==> config.mk <==
export PLATFORM = sky130hd
export DESIGN_NAME = mem_access_stage
export DESIGN_NICKNAME = d
export VERILOG_FILES = /design/src/rtl/riscv_pkg.sv /design/src/rtl/mem_lane_align.sv /design/src/rtl/mem_access_stage.sv
export SDC_FILE = /design/constraint.sdc
export NUM_CORES = 1
export LEC_CHECK = 0
export BUFFER_PORTS_ARGS = -buffer_cell sky130_fd_sc_hd__clkbuf_2
export CAP_MARGIN = 20
export CELL_PAD_IN_SITES_DETAIL_PLACEMENT = 1
export CELL_PAD_IN_SITES_GLOBAL_PLACEMENT = 2
export CORE_AREA = 4 4 126 188
export DETAILED_ROUTE_END_ITERATION = 10
export DIE_AREA = 0 0 130 192
export HOLD_SLACK_MARGIN = 0.05
export PLACE_DENSITY = 0.85
export SLEW_MARGIN = 25
export SYNTH_ARGS = -nofsm -noshare
export SYNTH_HDL_FRONTEND = slang
export SYNTH_SLANG_ARGS = --single-unit
==> constraint.sdc <==
create_clock -name clk -period 5.75 [get_ports clk]
set_input_delay 0.575 -clock clk [delete_from_list [all_inputs] [get_ports clk]]
set_output_delay 0.575 -clock clk [all_outputs]
set_load 0.01 [all_outputs]
==> src/rtl/riscv_pkg.sv <==
// Shared RISC-V definitions: opcodes, load/store funct3 codes and the
// memory-stage state and writeback types.
package riscv_pkg;

  localparam int XLEN = 32;

  localparam logic [6:0] OPCODE_LOAD    = 7'b0000011;
  localparam logic [6:0] OPCODE_STORE   = 7'b0100011;
  localparam logic [6:0] OPCODE_REG_IMM = 7'b0010011;
  localparam logic [6:0] OPCODE_REG_REG = 7'b0110011;
  localparam logic [6:0] OPCODE_JAL     = 7'b1101111;
  localparam logic [6:0] OPCODE_JALR    = 7'b1100111;
  localparam logic [6:0] OPCODE_BRANCH  = 7'b1100011;
  localparam logic [6:0] OPCODE_LUI     = 7'b0110111;
  localparam logic [6:0] OPCODE_AUIPC   = 7'b0010111;

  localparam logic [2:0] F3_LB  = 3'b000;
  localparam logic [2:0] F3_LH  = 3'b001;
  localparam logic [2:0] F3_LW  = 3'b010;
  localparam logic [2:0] F3_LBU = 3'b100;
  localparam logic [2:0] F3_LHU = 3'b101;
  localparam logic [2:0] F3_SB  = 3'b000;
  localparam logic [2:0] F3_SH  = 3'b001;
  localparam logic [2:0] F3_SW  = 3'b010;

  typedef enum logic [1:0] {
    IDLE = 2'd0,
    REQ  = 2'd1,
    RESP = 2'd2,
    OUT  = 2'd3
  } mem_state_t;

  typedef enum logic [1:0] {
    SZ_BYTE = 2'd0,
    SZ_HALF = 2'd1,
    SZ_WORD = 2'd2
  } access_size_t;

  typedef struct packed {
    logic [4:0]      rd;
    logic [XLEN-1:0] result;
    logic            reg_write;
  } mem_wb_t;

  // Unsupported funct3 encodings fall back to a full-word access.
  function automatic access_size_t access_size(input logic [2:0] funct3,
                                               input logic       is_store);
    access_size_t sz;
    sz = SZ_WORD;
    if (is_store) begin
      case (funct3)
        F3_SB:   sz = SZ_BYTE;
        F3_SH:   sz = SZ_HALF;
        default: sz = SZ_WORD;
      endcase
    end else begin
      case (funct3)
        F3_LB, F3_LBU: sz = SZ_BYTE;
        F3_LH, F3_LHU: sz = SZ_HALF;
        default:       sz = SZ_WORD;
      endcase
    end
    return sz;
  endfunction

  function automatic logic is_misaligned(input logic [2:0] funct3,
                                         input logic       is_store,
                                         input logic [1:0] a);
    logic mis;
    mis = 1'b0;
    case (access_size(funct3, is_store))
      SZ_HALF: mis = a[0];
      SZ_WORD: mis = (a != 2'b00);
      default: mis = 1'b0;
    endcase
    return mis;
  endfunction

  function automatic logic writes_rd(input logic [6:0] opcode,
                                     input logic [4:0] rd);
    logic wr;
    case (opcode)
      OPCODE_REG_REG, OPCODE_REG_IMM, OPCODE_JAL, OPCODE_JALR: wr = (rd != 5'd0);
      default:                                                 wr = 1'b0;
    endcase
    return wr;
  endfunction

endpackage

==> src/rtl/mem_lane_align.sv <==
// Combinational byte-lane steering: store enables/replicated data and
// load-word extraction with sign or zero extension.
module mem_lane_align
  import riscv_pkg::*;
#(
  parameter int N = 32
) (
  input  logic [2:0]   funct3,
  input  logic         is_store,
  input  logic [1:0]   a,
  input  logic [N-1:0] rs2,
  input  logic [N-1:0] rdata,
  output logic [3:0]   be,
  output logic [N-1:0] wdata,
  output logic [N-1:0] load_data
);

  access_size_t sz;
  logic [N-1:0] shifted;

  assign sz      = access_size(funct3, is_store);
  assign shifted = rdata >> {a, 3'b000};

  always_comb begin
    be    = 4'b1111;
    wdata = rs2;
    case (sz)
      SZ_BYTE: begin
        be    = 4'b0001 << a;
        wdata = {4{rs2[7:0]}};
      end
      SZ_HALF: begin
        be    = 4'b0011 << a;
        wdata = {2{rs2[15:0]}};
      end
      default: begin
        be    = 4'b1111;
        wdata = rs2;
      end
    endcase
  end

  always_comb begin
    load_data = rdata;
    case (funct3)
      F3_LB:   load_data = {{(N-8){shifted[7]}}, shifted[7:0]};
      F3_LH:   load_data = {{(N-16){shifted[15]}}, shifted[15:0]};
      F3_LBU:  load_data = {{(N-8){1'b0}}, shifted[7:0]};
      F3_LHU:  load_data = {{(N-16){1'b0}}, shifted[15:0]};
      default: load_data = rdata;
    endcase
  end

endmodule

==> src/rtl/mem_access_stage.sv <==
// Memory-access pipeline stage: execute -> data memory -> writeback.
// Optional misaligned-access trap enabled by MEM_STAGE_MISALIGN_CHECK_EN.
//
// state | meaning
// IDLE  | empty, ready for a new instruction
// REQ   | dmem request outstanding, fields held until ack
// RESP  | load acked, waiting for rvalid
// OUT   | result held for writeback until mw_ready
module mem_access_stage
  import riscv_pkg::*;
#(
  parameter int N = 32
) (
  input  logic         clk,
  input  logic         rst,
  input  logic         em_valid,
  output logic         em_ready,
  input  logic [6:0]   em_opcode,
  input  logic [2:0]   em_funct3,
  input  logic [N-1:0] em_alu_result,
  input  logic [N-1:0] em_rs2_data,
  input  logic [4:0]   em_rd,
  output logic         dmem_req,
  output logic         dmem_we,
  output logic [N-1:0] dmem_addr,
  output logic [3:0]   dmem_be,
  output logic [N-1:0] dmem_wdata,
  input  logic         dmem_ack,
  input  logic         dmem_rvalid,
  input  logic [N-1:0] dmem_rdata,
  output logic         mw_valid,
  input  logic         mw_ready,
  output logic [4:0]   mw_rd,
  output logic [N-1:0] mw_result,
  output logic         mw_reg_write,
  output logic         misalign_exc
);

  mem_state_t   state_q, state_d;
  logic [N-1:0] addr_q, addr_d;
  logic [N-1:0] rs2_q, rs2_d;
  logic [2:0]   funct3_q, funct3_d;
  logic [4:0]   rd_q, rd_d;
  logic         store_q, store_d;
  mem_wb_t      mw_q, mw_d;
  logic         misalign_d;

  logic         accept;
  logic         em_is_mem;
  logic         em_is_store;
  logic         em_misaligned;
  logic [3:0]   lane_be;
  logic [N-1:0] lane_wdata;
  logic [N-1:0] load_data;

  assign em_ready    = (state_q == IDLE) || ((state_q == OUT) && mw_ready);
  assign accept      = em_valid && em_ready;
  assign em_is_store = (em_opcode == OPCODE_STORE);
  assign em_is_mem   = (em_opcode == OPCODE_LOAD) || em_is_store;

`ifdef MEM_STAGE_MISALIGN_CHECK_EN
  assign em_misaligned = em_is_mem && is_misaligned(em_funct3, em_is_store, em_alu_result[1:0]);
`else
  assign em_misaligned = 1'b0;
`endif

  mem_lane_align #(.N(N)) u_lane_align (
    .funct3    (funct3_q),
    .is_store  (store_q),
    .a         (addr_q[1:0]),
    .rs2       (rs2_q),
    .rdata     (dmem_rdata),
    .be        (lane_be),
    .wdata     (lane_wdata),
    .load_data (load_data)
  );

  always_comb begin
    state_d    = state_q;
    addr_d     = addr_q;
    rs2_d      = rs2_q;
    funct3_d   = funct3_q;
    rd_d       = rd_q;
    store_d    = store_q;
    mw_d       = mw_q;
    misalign_d = 1'b0;

    case (state_q)
      REQ: begin
        if (dmem_ack) begin
          if (store_q) begin
            state_d = IDLE;
          end else if (dmem_rvalid) begin
            state_d      = OUT;
            mw_d.rd      = rd_q;
            mw_d.result  = load_data;
            mw_d.reg_write = (rd_q != 5'd0);
          end else begin
            state_d = RESP;
          end
        end
      end
      RESP: begin
        if (dmem_rvalid) begin
          state_d        = OUT;
          mw_d.rd        = rd_q;
          mw_d.result    = load_data;
          mw_d.reg_write = (rd_q != 5'd0);
        end
      end
      OUT: begin
        if (mw_ready) state_d = IDLE;
      end
      default: state_d = state_q;
    endcase

    // A new accept overrides whatever the current state decided above.
    if (accept) begin
      if (em_is_mem) begin
        if (em_misaligned) begin
          state_d    = IDLE;
          misalign_d = 1'b1;
        end else begin
          state_d  = REQ;
          addr_d   = em_alu_result;
          rs2_d    = em_rs2_data;
          funct3_d = em_funct3;
          rd_d     = em_rd;
          store_d  = em_is_store;
        end
      end else begin
        state_d        = OUT;
        mw_d.rd        = em_rd;
        mw_d.result    = em_alu_result;
        mw_d.reg_write = writes_rd(em_opcode, em_rd);
      end
    end
  end

  always_ff @(posedge clk) begin
    if (rst) begin
      state_q  <= IDLE;
      addr_q   <= '0;
      rs2_q    <= '0;
      funct3_q <= '0;
      rd_q     <= '0;
      store_q  <= 1'b0;
      mw_q     <= '0;
    end else begin
      state_q  <= state_d;
      addr_q   <= addr_d;
      rs2_q    <= rs2_d;
      funct3_q <= funct3_d;
      rd_q     <= rd_d;
      store_q  <= store_d;
      mw_q     <= mw_d;
    end
  end

`ifdef MEM_STAGE_MISALIGN_CHECK_EN
  logic misalign_q;
  always_ff @(posedge clk) begin
    if (rst) misalign_q <= 1'b0;
    else     misalign_q <= misalign_d;
  end
  assign misalign_exc = misalign_q;
`else
  assign misalign_exc = 1'b0;
`endif

  assign dmem_req   = (state_q == REQ);
  assign dmem_we    = dmem_req && store_q;
  assign dmem_addr  = dmem_req ? {addr_q[N-1:2], 2'b00} : '0;
  assign dmem_be    = dmem_req ? lane_be : 4'b0000;
  assign dmem_wdata = dmem_we ? lane_wdata : '0;

  assign mw_valid     = (state_q == OUT);
  assign mw_rd        = mw_valid ? mw_q.rd : 5'd0;
  assign mw_result    = mw_valid ? mw_q.result : '0;
  assign mw_reg_write = mw_valid && mw_q.reg_write;

endmodule

==> results of run 1 <==
## layout make-up
type,count,area (um2),share of cell area [%]
multi-input combinational,639,3730,45.5
sequential,113,2260,27.6
timing repair buffer,234,1220,14.9
clock buffer,21,450,5.50
tap,276,345,4.22
clock inverter,11,161,1.97
inverter,6,22.5,0.275
## synthesized netlist by cell type, drive strengths merged, types with 2 or more instances
master and instances:
a221oi 30, o21a 2, nor2b 7, and3 8
a31oi 2, a21boi 2, mux2i 19, nand3 3
a211oi 17, nor2 37, a21oi 127, o31ai 16
nand2b 4, o2bb2ai 13, nand2 190, inv 5
nand3b 16, nand4 2, a2bb2oi 2, nor4 3
nor3 17, dfxtp 113, clkbuf 63, buf 11
and2 70, or3b 2, ha 4, a22o 6
o22ai 7, o21ai 7, or3 10
## worst max-delay path, cell delays in order, from the launching register on
cell                       delay [ns]
sky130_fd_sc_hd__dfxtp_1         0.35
sky130_fd_sc_hd__inv_1           0.11
sky130_fd_sc_hd__ha_2            0.80
sky130_fd_sc_hd__nand2_1         0.70
sky130_fd_sc_hd__a211oi_1        0.42
sky130_fd_sc_hd__clkbuf_2        0.19
## kinds of logic (layout without fill, tap and decap cells)
logic type / Yosys count / count (layout) / synth area share (%)
simple gates: 374 / 374 / 28.5
compound gates: 238 / 238 / 26.1
flops: 113 / 113 / 36.0
mux: 20 / 20 / 3.38
buf+inv: 80 / 272 / 5.25
fa+ha+maj: 4 / 4 / 0.796
other cells: 1 / 3 / 0.0596
## routing by layer
metal,wire (um),vias up
li1,-,3271
met1,9720,3230
met2,13500,219
met3,1710,42
met4,782,0
met5,0,-
## worst paths after layout
path	end	cells after the start	slack, ns
max	dmem_wdata[31]	5	2.19
min	rs2_q[24]$_SDFFE_PP0P_	3	0.37
max reg2reg	mw_q[19]$_SDFF_PP0_	5	2.59
min reg2reg	addr_q[23]$_SDFFE_PP0P_	2	0.45
## report_power, final
group / switching, mW / leakage [nW] / total [mW] / internal [mW]
sequential: 0.0710 / 0.917 / 0.942 / 0.871
combinational: 0.552 / 2.06 / 0.842 / 0.290
clock: 0.382 / 0.301 / 1.11 / 0.732
total: 1.00 / 3.28 / 2.90 / 1.89
## flip-flops by register name (all words and copies together), names as in the netlist
signal,flops
addr_q,32
funct3_q,3
mw_q,38
rd_q,5
rs2_q,32
state_q,2
store_q,1
==> results.md, run 1 <==
- The synthesized cell area is 6290 um2.
- The total negative slack is 0 ns.
- The fraction of met2 tracks used by global routing is 37.8%.
- Static timing analysis puts the maximum clock frequency at 281 MHz.
- Of the cells placed in the final design, the portion with a size suffix greater than 1 is 28.4%.
- The count of distinct cell types in the synthesized netlist is between 50 and 60.
- Post-CTS timing repair inserted 0 buffers for setup.
- Setup repair after global routing left no endpoint under its margin.
- From synthesis to final layout, the design area changed by 30.2%.
- After synthesis, the cell types taking the most area are sky130_fd_sc_hd__dfxtp_1 36%, sky130_fd_sc_hd__nand2_1 11%, sky130_fd_sc_hd__a21oi_1 10%.
- The final count of pins violating max slew is 0.
- The count of state elements after synthesis is 113.
- Summed over its instances, the top area cell type makes up 36.0% of the synthesized netlist area.
- The cell count after synthesis came out at between 800 and 900.
- The H-tree generated during clock tree synthesis spans 4 levels.
- The routed design has 25,700 um of wire.
- Entering global routing, the biggest net connects 76 pins.
- IR analysis of the VDD net gives a maximum drop of 0.000171 V.
- For this run the aggregate overflow at the end of global routing stands at 0.
- The first detailed-routing pass ran for 5 iterations.
- The clock passes through at most 2 buffers.
- Tracing the worst setup path back leads to its startpoint at state_q[1]$_SDFFE_PP0P_.
- Buffers placed on the I/O ports in this run total approximately 220.
- The starting density of the core is 28.4%.
- The via count of the first global-routing pass is 7,010.
- The worst clock skew is 0.0136 ns.
- The DRC violation count after routing is 0.
- The core box area is roughly 22,000 um2.
- Max-cap violations in this run came to 0.
- Counting the fill cells in the layout gives 2,803.
- Detailed placement ended at an HPWL of 18,900 um.
- Routability-driven placement finished with a final weighted congestion of 0.836.
- The number of antenna violations at the first check in global routing was 0.
- The die covers about 25,000 um2.
- Of the synthesized area, sequential elements account for ~36%.
- The final hold violation count is 0.
- In the synthesized netlist the async set-or-reset flop fraction comes to 0%.
- The number of rows created at floorplan is 67.
- The tightest min-delay check is of the input pin to flop type.
- Counting flops with a built-in enable in the synthesized netlist gives 0.
- After the first detailed-routing iteration, the DRC count stood at 351.
- The largest total area in the synthesized netlist belongs to sky130_fd_sc_hd__dfxtp_1.
- In this run the critical register-to-register path is launched from addr_q[1]$_SDFFE_PP0P_.
- Hold timing on the final database bottoms out at a slack of 0.369 ns.
- Before CTS, the worst setup slack after placement is about 2.6 ns.
- The filler-free cell count of the finished design is 1,300.
- For this design, the sink count on the clock tree is roughly 110.
- The top cell types in the final layout, fill and taps aside, are 223 x sky130_fd_sc_hd__clkbuf_2, 190 x sky130_fd_sc_hd__nand2_1, 125 x sky130_fd_sc_hd__a21oi_1.
- Data arrives at the worst endpoint at 2.99 ns.
- The clock reaches the later pin of the worst-skew pair after roughly 0.42 ns.
- For the pin with the worst max-slew slack, the measured transition is about 1.0 ns.
- The cell area after placement is approximately 7600 um2.
- Clock-pin slew was measured on the worst setup and hold paths at 0.06 ns.
- The number of diodes is 0.
- The category of the critical setup timing path is flop to primary output.
- The critical path endpoint category is a primary output.
- The final critical delay including setup and external delays is approximately 3.6 ns.
- Among all flip-flop cells after synthesis, the most frequent one is sky130_fd_sc_hd__dfxtp_1.
- The fraction of the cycle the final worst path needs is between 60% and 70%.
- After clock tree synthesis, the repair step resized 0 gates.
- Dividing the detail-routed via count by the number of cells gives 5.20.
- During I/O placement, the number of pins put on the boundary was 228.
- TritonCTS built the clock tree.
- The post-layout instance area is 8190 um2.
- The global-route track usage on met1 is 22.0%.
- Dividing the detail-routed wire length by the instance count gives between 15 and 20 um.
- The run finished with clean final reports.
- The net count of the finished layout is ~1,100.
- Summed over all cells, the static leakage comes to 3.28 nW.
- For this run, the total global-route usage over all layers was measured as between 20% and 30%.
- The most common cell after layout, fill and taps aside is sky130_fd_sc_hd__clkbuf_2.
- The power density over the cells is 354 nW/um2.
- The hold path startpoint is em_rs2_data[24].
- The relative slew slack is 33.1%.
- Setup violations remaining at the end of the flow were counted as 0.
- The number of antenna-violating nets in the routed design is 0.
- The maximum fanout encountered on the critical timing path is 50.
- The post-placement cell count is about 1,300.
- The die is 130 um wide.
- During synthesis, Yosys emitted a total of 0 warnings.
- A synthesized cell averages about 7.6 um2.
- The launching element type of the critical path is a flop.
- Summing over every cut layer, the via total after detailed routing is a little under 7,000.
- The met3 global-route usage is around 6%.
- The most utilized layer in the global route result is met2.
- Once routing completed, OpenROAD measured the worst setup slack at 2.19 ns.
- Clock tree synthesis selected as its root buffer the cell sky130_fd_sc_hd__clkbuf_16.
- For this run, the share of the core covered by cells in the final layout is approximately 37%.
- The overall die height is 192 um.
- After layout, the design draws a total of around 2.9 mW.
- The quantity of hold-fixing buffers added after cts is 0.
- The first global-routing pass estimated 39,500 um of wire.
- The number of buffers created by CTS is 17.
- The required time reported for the critical path endpoint is 5.18 ns.
Power figures use the tool's default switching activity.
==> run 2, diff against run 1 <==
- CORE_AREA: 4 4 126 188 -> 4 4 130 194
- DIE_AREA: 0 0 130 192 -> 0 0 134 198
- PLACE_DENSITY: 0.85 -> 0.8
- clock period: 5.75 -> 3.3 ns (I/O delays scaled with it)
==> run 2 against run 1 <==
Effect of this change: clock-buffer cell count down 1; via count is essentially flat; sequential share of layout area is 0.35 points lower; combinational power rose by 78%; sequential power grew 73%; worst setup slack got worse by 1.7 ns.
==> results.md, run 2 (synthesis results as in run 1) <==
- The run finished with clean final reports.
- The DRC violation count after routing is 0 (unchanged).
- The violation count after the first detailed-route iteration is 322 (-8.3%).
- The relative slew slack came to 37.3% (+4.2 points).
- The library cell used most frequently in the layout, excluding fill and tap cells, is sky130_fd_sc_hd__clkbuf_2.
- The clock slew at the register clock pins of the worst setup and hold paths came to 0.06 ns (about the same).
- The hold path startpoint is em_rs2_data[11].
- The first-pass GRT wire length is 40,600 um (+3.0%).
- The number of primary I/O pins was 228 (unchanged).
- The filler-free cell count of the finished design is 1,353 (+4.1%).
- TritonCTS built the clock tree.
- The average wire length per cell after detail routing is 19.8 um (+0.13%).
- The number of antenna violations at the first check in global routing is 1 (+1).
- The maximum fanout encountered on the critical timing path is 10 (-80%).
- The worst setup slack before clock tree synthesis is 0.705 ns (-1.86 ns).
- The area used by multi-input combinational logic came to 3730 um2 (+0.10%).
- The final hold violation count was 0 (unchanged).
- The worst hold margin was 0.121 ns (-0.249 ns).
- The top cell types in the final layout, fill and taps aside, are 223 x sky130_fd_sc_hd__clkbuf_2, 189 x sky130_fd_sc_hd__nand2_1, 125 x sky130_fd_sc_hd__a21oi_1.
- The number of max-cap violations is 0 (unchanged).
- The weighted congestion reported at the end of routability-driven placement is 0.877 (+4.9%).
- The post-layout instance area is 8290 um2 (+1.3%).
- The final setup violation count is 0 (unchanged).
- The maximum number of buffers from clock root to sink came to 2 (unchanged).
- The post-DP HPWL was 19,900 um (+5.7%).
- The biggest cell delay along the critical path is 0.61 ns (-0.19 ns).
- The total negative slack came to 0 ns (unchanged).
- The count of vias placed by the detailed router is 6,760 (-0.030%).
- The path class of the lowest-slack min-delay path is input pin to flop.
- Of the available clock period, the critical path in the final layout requires 85.1%.
- The slew of the pin with the lowest slew margin is 0.931 ns (-0.0730 ns).
- The peak supply drop came to 0.000329 V (+93%).
- The worst clock skew is 0.00558 ns (-0.00803 ns).
- The worst-skew pair later-pin latency is 0.43 ns (about the same).
- The total power consumption of the routed design is 5.05 mW (+74%).
- The final count of pins violating max slew is 0 (unchanged).
- The number of buffers created by CTS is 17 (unchanged).
- STA classifies the critical path endpoint as a primary output.
- The maximum number of pins on one net before global-route repair is 59 (-22%).
- The setup slack on the worst flop-to-flop path is 0.81 ns (-1.78 ns).
- The reg-to-reg critical path endpoint is mw_q[11]$_SDFF_PP0_.
- The number of diodes is 0 (unchanged).
- The signal on the critical path passes through clkinv_1, nand2_1, nor2_1, nand2_1, a21oi_1, clkbuf_2.
- The total detailed-routing wirelength is 26,800 um (+4.2%).
- The path with the worst hold slack has its endpoint at rs2_q[11]$_SDFFE_PP0P_.
- The required time reported for the critical path endpoint is 2.97 ns (-2.21 ns).
- The data arrival time at the worst-slack endpoint came to 2.48 ns (-0.51 ns).
- The die footprint came to 26,500 um2 (+6.3%).
- The total number of nets in the final design is 1,142 (+0.88%).
- The post-placement cell count is 1,321 (+4.2%).
- The power density over the cells was 609 nW/um2 (+72%).
- The overall die height came to 198 um (+3.1%).
- The utilization of the core after routing is 35.2% (-1.8 points).
- The leakage power is 3.33 nW (+1.6%).
- The starting density of the core was 26.7% (-1.7 points).
- The count of port buffers added during placement is 224 (unchanged).
- The cell area after placement was 7690 um2 (+1.5%).
- The core box area came to 23,600 um2 (+6.5%).
- Among all stages on the critical path, the largest delay is contributed by sky130_fd_sc_hd__dfxtp_1.
- The minimum setup slack in the final design is 0.491 ns (-1.69 ns).
- The final critical delay including setup and external delays is 2.81 ns.
- The peak clock frequency supported by timing is 356 MHz.
- The number of antenna-violating nets in the routed design is 0 (unchanged).
- The area growth from synthesis to layout is 31.9%.
- The depth of the most critical reg-to-reg path was 8 (+3).
- The sequential cell area in the final layout is 2260 um2 (unchanged).
- The cell depth of the worst hold path is 3 (unchanged).
- The number of rows created at floorplan came to 69 (+3.0%).
- The number of post-CTS setup repair buffers came to 0 (unchanged).
- The register with the most flip-flops in the final layout is mw_q.
- The number of fill cells is 2,944 (+5.0%).
- The horizontal extent of the die is 134 um (+3.1%).
- Tracing the worst setup path back leads to its startpoint at funct3_q[1]$_SDFFE_PP0P_.
- Setup repair after global routing left no endpoint under its margin.
- The final global-route overflow total is 0 (unchanged).
- The category of the critical setup timing path is flop to primary output.
- The share of cells above drive strength 1 came to 29.5% (+1.1 points).
- The number of detailed-route iterations in the first pass is 5 (unchanged).
- The startpoint identified for the worst register-to-register timing path is state_q[1]$_SDFFE_PP0P_.
- The cell type with the highest occurrence count on the critical path is sky130_fd_sc_hd__nand2_1.
- The TritonCTS sink count came to 113 (unchanged).
- The number of H-tree levels is 4 (unchanged).
- The global routing usage summed across all routing layers is 20.0% (-0.61 points).
- The number of vias per cell after detailed routing is 5.00 (-3.9%).
- The number of flip-flops in the largest register is 38 (unchanged).
- The via count of the first global-routing pass is 7,073 (+0.90%).
- The largest registers in the layout are mw_q: 38 flops, addr_q: 32 flops, rs2_q: 32 flops.
- CTS placed an instance of sky130_fd_sc_hd__clkbuf_16 at the clock tree root.
- The worst setup path is launched from a flop.
## run 2: layout make-up
class / instances / area share [%]
clock inverters: 12 / 1.66
flip-flops and latches: 113 / 27.3
multi-input cells: 639 / 45.0
repair buffers: 244 / 15.4
well taps: 319 / 4.81
inverters: 6 / 0.272
clock buffers: 20 / 5.63
## run 2: worst max-delay path, delay by kind of cell, from the launching register on
| kind | cells | cell delay (ns) |
|---|---|---|
| buf+inv | 2 | 0.56 |
| compound gates | 1 | 0.07 |
| simple gates | 3 | 0.79 |
| flops | 1 | 0.61 |
## run 2: timing repair
action                     in CTS  in global routing
resized for setup               0                  1
setup endpoints to repair       0                  1
hold buffers                    0                  0
## run 2: power by group
part	total [mW]	internal (mW)	switching, mW
Sequential	1.63	1.52	0.117
Clock	1.92	1.23	0.682
Combinational	1.50	0.515	0.985
Total	5.05	3.27	1.78
## run 2: worst max-delay path by stage
stage	endpoint	slack [ns]	cells after the start
floorplan	mw_q[22]$_SDFF_PP0_	1.19	7
global placement	dmem_wdata[31]	0.74	5
detailed placement	dmem_wdata[24]	0.70	5
CTS	dmem_wdata[24]	0.24	5
global route	dmem_wdata[11]	0.26	6
finish	dmem_wdata[8]	0.49	6
## run 2: layer usage
layer / wire length, um / global-route usage, % / vias to the layer above
met5: 15 / 0 / -
met4: 740 / 7.62 / 2
met3: 1740 / 5.82 / 40
met2: 13800 / 36.4 / 198
met1: 10400 / 21.7 / 3238
li1: - / - / 3282
==> run 3, diff against run 2 <==
- CORE_AREA: 4 4 130 194 -> 4 4 113 223
- DIE_AREA: 0 0 134 198 -> 0 0 117 227
- GPL_TIMING_DRIVEN: not set -> 0
- PLACE_DENSITY: 0.8 -> 0.89
==> run 3 against run 2 <==
Effect of this change: cell count rose by 1.6%; worst hold slack got worse by 0.013 ns; critical path depth did not move; flip-flop and latch count did not move; critical endpoint is now dmem_wdata[26]; highest routed layer is now met4.
==> results.md, run 3 (synthesis results as in run 1) <==
- The run finished with clean final reports.
- The worst hold path belongs to the class input pin to flop.
- The final hold violation count is 0 (unchanged).
- The worst clock skew was 0.00665 ns (+0.00107 ns).
- The weighted congestion reported at the end of routability-driven placement is 0.899 (+2.6%).
- The clock slew at the register clock pins of the worst setup and hold paths is 0.06 ns (about the same).
- The category of the critical setup timing path is flop to primary output.
- More flip-flops sit in one register than any other, and that register is mw_q.
- The via count of the first global-routing pass was 7,560 (+6.9%).
- The DRC violation count after routing is 0 (unchanged).
- The final global-route overflow total came to 0 (unchanged).
- The biggest cell delay along the critical path came to 0.51 ns (-0.10 ns).
- The post-placement cell count is 1,338 (+1.3%).
- The total detailed-routing wirelength is 29,600 um (+11%).
- The relative slew slack is 35.1% (-2.2 points).
- The violation count after the first detailed-route iteration came to 220 (-32%).
- In this run the critical register-to-register path is launched from state_q[0]$_SDFFE_PP0P_.
- The count of port buffers added during placement is 223 (-0.45%).
- The cell type with the highest occurrence count on the critical path is sky130_fd_sc_hd__clkbuf_1.
- The total number of nets in the final design was 1,195 (+4.6%).
- The number of antenna violations at the first check in global routing is 5 (+4).
- The number of H-tree levels is 4 (unchanged).
- The fraction of the cycle the final worst path needs is 91.8% (+6.6 points).
- The first-pass GRT wire length is 43,000 um (+5.7%).
- The final setup violation count was 0 (unchanged).
- The worst min-delay path endpoint is rs2_q[19]$_SDFFE_PP0P_.
- The power density over the cells came to 610 nW/um2 (+0.25%).
- The clock tree from TritonCTS is done.
- The post-DP HPWL is 23,900 um (+20%).
- The minimum setup slack in the final design is 0.272 ns (-0.219 ns).
- The critical-path cell with the highest stage delay is sky130_fd_sc_hd__clkbuf_1.
- The filler-free cell count of the finished design came to 1,375 (+1.6%).
- The worst setup slack before clock tree synthesis is 0.274 ns (-0.430 ns).
- The TritonCTS sink count came to 113 (unchanged).
- The leakage power was 3.33 nW (+0.15%).
- The maximum fanout encountered on the critical timing path came to 10 (unchanged).
- The number of max-cap violations is 0 (unchanged).
- The number of fill cells is 2,988 (+1.5%).
- The count of vias placed by the detailed router is 7,112 (+5.2%).
- The depth of the most critical reg-to-reg path is 8 (unchanged).
- The peak clock frequency supported by timing came to 330 MHz (-7.2%).
- The core box area is 23,300 um2 (-1.0%).
- The number of vias per cell after detailed routing came to 5.17 (+3.5%).
- Walking the worst path, the cells encountered are clkbuf_1, clkbuf_1, buf_2, mux2i_1, a211oi_1, clkbuf_2.
- The average wire length per cell after detail routing is 21.5 um (+8.8%).
- The cell depth of the worst hold path is 3 (unchanged).
- The slew of the pin with the lowest slew margin is 0.963 ns (+0.0322 ns).
- The global routing usage summed across all routing layers is 22.0% (+2.0 points).
- The horizontal extent of the die is 117 um (-13%).
- The quantity of hold-fixing buffers added after cts came to 0 (unchanged).
- The number of buffers created by CTS is 17 (unchanged).
- The number of rows created at floorplan was 79 (+14%).
- In the layout the commonest cells are 224 x sky130_fd_sc_hd__clkbuf_2, 190 x sky130_fd_sc_hd__nand2_1, 127 x sky130_fd_sc_hd__a21oi_1.
- The number of antenna-violating nets in the routed design is 0 (unchanged).
- The setup slack on the worst flop-to-flop path is 0.45 ns (-0.36 ns).
- The number of primary I/O pins came to 228 (unchanged).
- The share of cells above drive strength 1 came to 25.9% (-3.6 points).
- The maximum number of pins on one net before global-route repair came to 17 (-71%).
- The final count of pins violating max slew is 0 (unchanged).
- The library cell used as clock root buffer is sky130_fd_sc_hd__clkbuf_16.
- The required time reported for the critical path endpoint was 2.97 ns (about the same).
- The overall die height is 227 um (+15%).
- The layout overhead on the synthesized area is 33.2%.
- The library cell used most frequently in the layout, excluding fill and tap cells, is sky130_fd_sc_hd__clkbuf_2.
- The number of detailed-route iterations in the first pass is 4 (-1).
- The data arrival time at the worst-slack endpoint is 2.70 ns (+0.22 ns).
- The largest registers in the layout are mw_q: 38 flops, addr_q: 32 flops, rs2_q: 32 flops.
- Setup repair after global routing left no endpoint under its margin.
- The peak supply drop is 0.000244 V (-26%).
- The hold path startpoint is em_rs2_data[19].
- The maximum number of buffers from clock root to sink is 2 (unchanged).
- The critical path endpoint category is a primary output.
- The worst-skew pair later-pin latency is 0.44 ns (about the same).
- The starting density of the core is 27.0% (+0.28 points).
- The reg-to-reg critical path endpoint is mw_q[12]$_SDFF_PP0_.
- The worst setup path is launched from a flop.
- The number of post-CTS setup repair buffers is 0 (unchanged).
- The total power consumption of the routed design is 5.11 mW (+1.2%).
- The die footprint came to 26,600 um2 (+0.10%).
- The total negative slack is 0 ns (unchanged).
- The utilization of the core after routing is 35.9% (+0.71 points).
- The final critical delay including setup and external delays is 3.03 ns (+0.219 ns).
- The number of flip-flops in the largest register came to 38 (unchanged).
run 3: repair_timing:
item	in CTS	in global routing
gates resized for setup	1	2
endpoints found under the hold margin	0	0
endpoints found under the setup margin	4	5
gates cloned	0	0
pin swaps	0	0
run 3: cell type report:
class	instances	area, um2	share of cell area, %
Inverter	6	22.5	0.269
Buffer	74	310	3.71
Multi-Input combinational cell	639	3700	44.2
Sequential cell	113	2260	27.0
Timing Repair Buffer	223	1120	13.3
Clock buffer	27	493	5.89
Antenna cell	5	12.5	0.149
Tap cell	283	354	4.23
Clock inverter	5	100	1.20
run 3: worst max-delay path, delay by kind of cell, from the launching register on:
kind	cells	cell delay [ns]
DFF	1	0.31
buffers and inverters	4	1.37
AOI/OAI and AO/OA	1	0.14
muxes	1	0.43
run 3: per-stage QoR:
step	instance area, um2	hold slack (ns)
6_report	8370	0.108
3_3_place_gp	7770	0.437
4_1_cts	8360	0.0822
2_1_floorplan	6300	0.432
5_1_grt	8370	0.111
3_5_place_dp	7770	0.445
run 3: report_power, final:
part | leakage (nW) | total [mW] | switching [mW] | internal, mW
registers | 0.917 | 1.64 | 0.123 | 1.52
clock network | 0.290 | 1.90 | 0.661 | 1.24
logic | 2.13 | 1.57 | 1.06 | 0.508
run 3: worst max-delay path by stage:
stage	from	to	slack (ns)	cells past startpoint
final	funct3_q[0]$_SDFFE_PP0P_	dmem_wdata[26]	0.27	6
after detailed placement	state_q[1]$_SDFFE_PP0P_	mw_q[34]$_SDFF_PP0_	0.27	8
after floorplan	state_q[0]$_SDFFE_PP0P_	mw_q[22]$_SDFF_PP0_	1.19	7
after global routing	funct3_q[0]$_SDFFE_PP0P_	dmem_wdata[25]	0.11	6
after CTS	state_q[1]$_SDFFE_PP0P_	dmem_wdata[28]	0.04	7
after global placement	state_q[1]$_SDFFE_PP0P_	mw_q[35]$_SDFF_PP0_	0.40	8
run 3: per-layer routing:
metal,global-route usage [%],part of all wire [%]
met2,41.6,56
met4,14.9,6.2
met1,20.3,33
met3,4.63,4.9
met5,0,0
